$ cat src/rtl/epc_tracker.sv
// epc_tracker: tracks the PC of the current stage instruction, a short
// history of captured PCs and the exception PC latched on exception entry.
//
// Ports:
//   clk          - clock; all state changes on the rising edge
//   reset        - asynchronous active-low reset
//   in_valid     - a stage instruction is present
//   in_pc        - PC of the stage instruction (AW bits)
//   in_bd        - stage instruction sits in a branch delay slot
//   stall        - freezes capture and history
//   flush        - stage content this cycle is discarded
//   exc_req      - exception-entry pulse
//   exc_ack      - exception-return pulse (eret)
//   hist_idx     - history read index, 0 is newest
//   cur_pc       - last captured PC
//   cur_bd       - BD flag of cur_pc
//   cur_valid    - at least one capture since reset
//   epc          - latched exception PC
//   epc_bd       - latched BD flag
//   exc_pending  - exception entered and not yet acknowledged
//   hist_pc      - history entry selected by hist_idx (0 when out of range)
//   hist_count   - number of valid history entries
module epc_tracker #(
    parameter int AW          = 32,
    parameter int DEPTH       = 4,
    parameter bit ZERO_BUBBLE = 1'b1
) (
    input  logic                       clk,
    input  logic                       reset,
    input  logic                       in_valid,
    input  logic [AW-1:0]              in_pc,
    input  logic                       in_bd,
    input  logic                       stall,
    input  logic                       flush,
    input  logic                       exc_req,
    input  logic                       exc_ack,
    input  logic [$clog2(DEPTH)-1:0]   hist_idx,
    output logic [AW-1:0]              cur_pc,
    output logic                       cur_bd,
    output logic                       cur_valid,
    output logic [AW-1:0]              epc,
    output logic                       epc_bd,
    output logic                       exc_pending,
    output logic [AW-1:0]              hist_pc,
    output logic [$clog2(DEPTH):0]     hist_count
);

    localparam int            IW   = $clog2(DEPTH);
    localparam logic [IW:0]   FULL = (IW+1)'(DEPTH);

    logic          bubble;
    logic          capture;
    logic [AW-1:0] src_pc;
    logic          src_bd;
    logic [AW-1:0] exc_pc;
    logic          take_exc;

    logic [AW-1:0] hist_mem [DEPTH];
    logic [IW-1:0] wr_ptr;
    logic [IW-1:0] rd_ptr;

    // A zero PC is treated as a pipeline bubble only when enabled.
    always_comb begin
        bubble  = ZERO_BUBBLE && (in_pc == '0);
        capture = in_valid && !stall && !flush && !bubble;
    end

    // The exception source follows the instruction being captured this
    // cycle so a same-cycle exception sees the newest PC.
    always_comb begin
        if (capture) begin
            src_pc = in_pc;
            src_bd = in_bd;
        end else begin
            src_pc = cur_pc;
            src_bd = cur_bd;
        end
    end

    // A delay-slot instruction restarts at its branch, one word earlier.
    always_comb begin
        exc_pc   = src_bd ? (src_pc - AW'(4)) : src_pc;
        take_exc = exc_req && !exc_pending;
    end

    always_ff @(posedge clk or negedge reset) begin
        if (!reset) begin
            cur_pc    <= '0;
            cur_bd    <= 1'b0;
            cur_valid <= 1'b0;
        end else if (capture) begin
            cur_pc    <= in_pc;
            cur_bd    <= in_bd;
            cur_valid <= 1'b1;
        end
    end

    // Ack wins over a simultaneous request; a request while pending is
    // dropped so the first exception PC is preserved.
    always_ff @(posedge clk or negedge reset) begin
        if (!reset) begin
            epc         <= '0;
            epc_bd      <= 1'b0;
            exc_pending <= 1'b0;
        end else if (exc_pending) begin
            if (exc_ack) begin
                exc_pending <= 1'b0;
            end
        end else if (take_exc) begin
            epc         <= exc_pc;
            epc_bd      <= src_bd;
            exc_pending <= 1'b1;
        end
    end

    always_ff @(posedge clk or negedge reset) begin
        if (!reset) begin
            wr_ptr     <= '0;
            hist_count <= '0;
            for (int i = 0; i < DEPTH; i++) begin
                hist_mem[i] <= '0;
            end
        end else if (capture) begin
            hist_mem[wr_ptr] <= in_pc;
            wr_ptr           <= wr_ptr + IW'(1);
            if (hist_count != FULL) begin
                hist_count <= hist_count + (IW+1)'(1);
            end
        end
    end

    // wr_ptr points at the next free slot; newest is one behind it.
    // DEPTH is a power of two so the subtraction wraps naturally.
    always_comb begin
        rd_ptr  = wr_ptr - IW'(1) - hist_idx;
        hist_pc = '0;
        if ({1'b0, hist_idx} < hist_count) begin
            hist_pc = hist_mem[rd_ptr];
        end
    end

endmodule
$ cat config.mk
export PLATFORM = sky130hd
export DESIGN_NAME = epc_tracker
export DESIGN_NICKNAME = d
export VERILOG_FILES = /design/src/rtl/epc_tracker.sv
export SDC_FILE = /design/constraint.sdc
export NUM_CORES = 1
export LEC_CHECK = 0
export ABC_AREA = 1
export BUFFER_PORTS_ARGS = -buffer_cell sky130_fd_sc_hd__buf_2
export CORE_UTILIZATION = 48
export CTS_BUF_LIST = sky130_fd_sc_hd__clkbuf_16
export CTS_CLUSTER_SIZE = 40
export DETAILED_ROUTE_END_ITERATION = 10
export GPL_ROUTABILITY_DRIVEN = 0
export GPL_TIMING_DRIVEN = 1
export PLACE_DENSITY = 0.74
export SYNTH_ARGS = -nofsm -noshare
export SYNTH_HDL_FRONTEND = slang
export SYNTH_SLANG_ARGS = --single-unit
$ cat constraint.sdc
create_clock -name clk -period 7.55 [get_ports clk]
set_clock_uncertainty 0.2 [all_clocks]
set_input_delay 2.265 -clock clk [delete_from_list [all_inputs] [get_ports clk]]
set_output_delay 2.265 -clock clk [all_outputs]
set_load 0.01 [all_outputs]
==> summary.txt <==
Run status
  • Status: finished, final reports clean

Power
  • Leak: 0.00587 µW
  • Power density over cell area: 383 mW/mm²
  • IR drop worst, VDD: 0.000168 V

Clock tree
  • Post-CTS setup buffer count: 0
  • Clock Latency Late Sink: 500 ps
  • CTS Buffer Depth: 3
  • Post_cts resized: 0
  • Clock Pin Slew Worst Setup and Hold Paths: 60 ps
  • Hold-fix buffers at CTS: 0
  • CTS tree: built
  • Number of clock sinks: 201
  • Root Driver: clkbuf_16
  • Num CTS Buffers: 21
  • # H-tree levels: 1

Worst setup path
  • Worst Setup SP: hist_idx[0]
  • Critical Path End Type: output port
  • FF-to-FF path depth: 11
  • WS Path Type: input port to output port
  • Worst EP required: 5090 ps
  • Crit path launch type: input port
  • Crit path DAT: 4210 ps
  • Flop2flop setup slack: 5300 ps
  • Worst Path Max Fanout: 22
  • RR Endpoint: epc[26]
  • Reg2Reg Launch Point: cur_pc[2]
  • Worst Setup EP: hist_pc[0]

Synthesis
  • Synth Cell Area: 0.00977 mm²
  • Post-Syn Instances: ~1,300
  • Synth Warn #: 0
  • Avg Cell Area, Syn: about 8 µm²
  • Post-synth EDFFs: 0
  • Area leader, netlist: dfrtp_1
  • Ys flop type: dfrtp_1
  • Syn nets: 1,302
  • Cell variety after synth: 31
  • Synth top area share: 51.5%
  • Yosys reg bits: about 200
  • Cell with the most instances after synthesis: nand2_1
  • Register area share after synthesis: between 50 and 60%
  • Commonest cells post-synth: 481 x nand2_1, 201 x dfrtp_1, 146 x o21ai_0
  • Synth top area cells: dfrtp_1 51%, nand2_1 18%, o21ai_0 7.5%
  • Asr flop ratio synth: 100%

Place
  • Port buffer count: 144
  • Post-DP HPWL: 17,300 µm
  • Placed insts: 1,613
  • DP Worst Slack: 850 ps
  • Area after DPL: 0.0107 mm²

Timing
  • RSZ-0062 raised after global routing: no
  • Worst Tran Pin Value: 1130 ps
  • Final setup fails: 0
  • FMAX: 150 MHz
  • Period utilization: about nine tenths
  • Post-route setup slack: around 900 ps
  • Final setup TNS: 0 ps
  • Max Slew Vio Count: 0
  • Fin. Hold Viols: 0
  • Slew margin rel.: 24.4%
  • Final worst path period need: between 6000 and 7000 ps

Global route
  • Tot GR Track Use: between 20% and 30%
  • GRT overflow: 0
  • Initial antenna violation count: 1
  • Vias in the first global route: 7,972
  • Largest net degree at the start of global routing: 116
  • Global-route wire length before repair: 41,300 µm

Floorplanning
  • Initial core utilization: 49.6%
  • Core ar.: between 0.015 and 0.02 mm²
  • Die height: about 140 µm
  • Cell row count: 51
  • Die X-Extent: 145 µm
  • Number of I/O pins: between 100 and 150
  • Die footprint: 0.0209 mm²

Layout
  • Filler Cell Count: 1,827
  • Utilization after layout: 57.2%
  • Area of the multi-input gates: 0.00410 mm²
  • Final nets: 1,422
  • Layout cell share with drive strength beyond 1: 16.0%
  • Final Non-Filler Cells: roughly 1,700
  • Final Cell Area: 0.0113 mm²
  • Area added between synthesis and finish: 15.3%
  • Sequential Area: slightly above 0.005 mm²

Min path
  • Hold crit path type: flip-flop to flip-flop

Drt
  • Drt wl/cell: 15.5 µm
  • Vias/cell: 5.21
  • Final ANT Viol Nets: 0
  • Number of DRC markers in iteration 0: between 600 and 700
  • Final Routed Wirelength: 25,600 µm
  • DR DRC count: 0
  • First drt pass iteration count: 6
  • Via count: 8,602

Run
  • # Max-Cap Violations: 0
-- where the power goes --
part           internal (µW)  switching [µW]
combinational            639            1070
clock                    502             416
sequential              1470             225
-- metal layers --
metal	up-vias	GRT usage (%)	wire length, µm
met5	-	0	0
met4	0	7.31	630
met3	46	4.24	1710
met2	302	39.7	11600
met1	4025	36.3	11600
li1	4229	-	-
-- cells in the final DEF (no fill, tap or decap), types with 6 or more instances in the layout --
master     Yosys  layout
clkinv_1       1       6
o21ai_1        9       9
o21ai_0      146     146
ha_1           9       8
a311oi_1      32      32
nor2_1        81      81
nor2_2        10      10
xor2_1        10      10
nand2_2       13      13
nand3_1       68      68
inv_1         97     103
buf_2         14     143
clkbuf_16      0      21
dfrtp_1      201     201
buf_4          2      15
nand2_1      481     481
-- state kept, by name, indices dropped and copies added, names as in the netlist --
signal,count
cur_pc,32
hist_count,3
wr_ptr,2
epc,32
hist_mem,128
cur_valid,1
exc_pending,1
epc_bd,1
cur_bd,1
-- worst min-delay path by stage --
stage | startpoint | end | depth (start not counted)
2_1_floorplan | hist_mem[94] | hist_mem[94] | 2
3_3_place_gp | cur_valid | cur_valid | 1
3_5_place_dp | epc[20] | epc[20] | 2
4_1_cts | epc[14] | epc[14] | 2
5_1_grt | cur_valid | cur_valid | 1
6_report | cur_valid | cur_valid | 1
-- cell families after synthesis --
family / count (synthesis) / share of synthesized area, %
fa+ha+maj: 9 / 1.15
flops: 201 / 51.5
compound gates: 194 / 11.3
buf+inv: 163 / 6.75
xor+xnor: 14 / 1.25
simple gates: 670 / 28.0
-- final cells by class --
type,count,share of cell area [%]
diodes,1,0.0222
clock buffers,21,4.66
clock inverters,15,0.577
inverters,101,3.36
multi-input cells,887,36.4
flip-flops and latches,201,44.6
well taps,265,2.94
repair buffers,159,7.47
-- worst max-delay path, stage by stage --
cell and delay [ps]:
buf_2 80, inv_1 40, ha_2 170, xnor2_1 150
xnor2_2 550, buf_4 380, nor2_1 70, a311oi_1 290
buf_2 200
-- through the flow --
stage | hold slack, ps | total power [µW]
after floorplan | 253 | 2780
after global placement | 249 | 3370
after detailed placement | 260 | 3410
after CTS | 281 | 4350
after global routing | 294 | 4670
final | 273 | 4320
No activity file was read; power rests on OpenSTA's default activity.
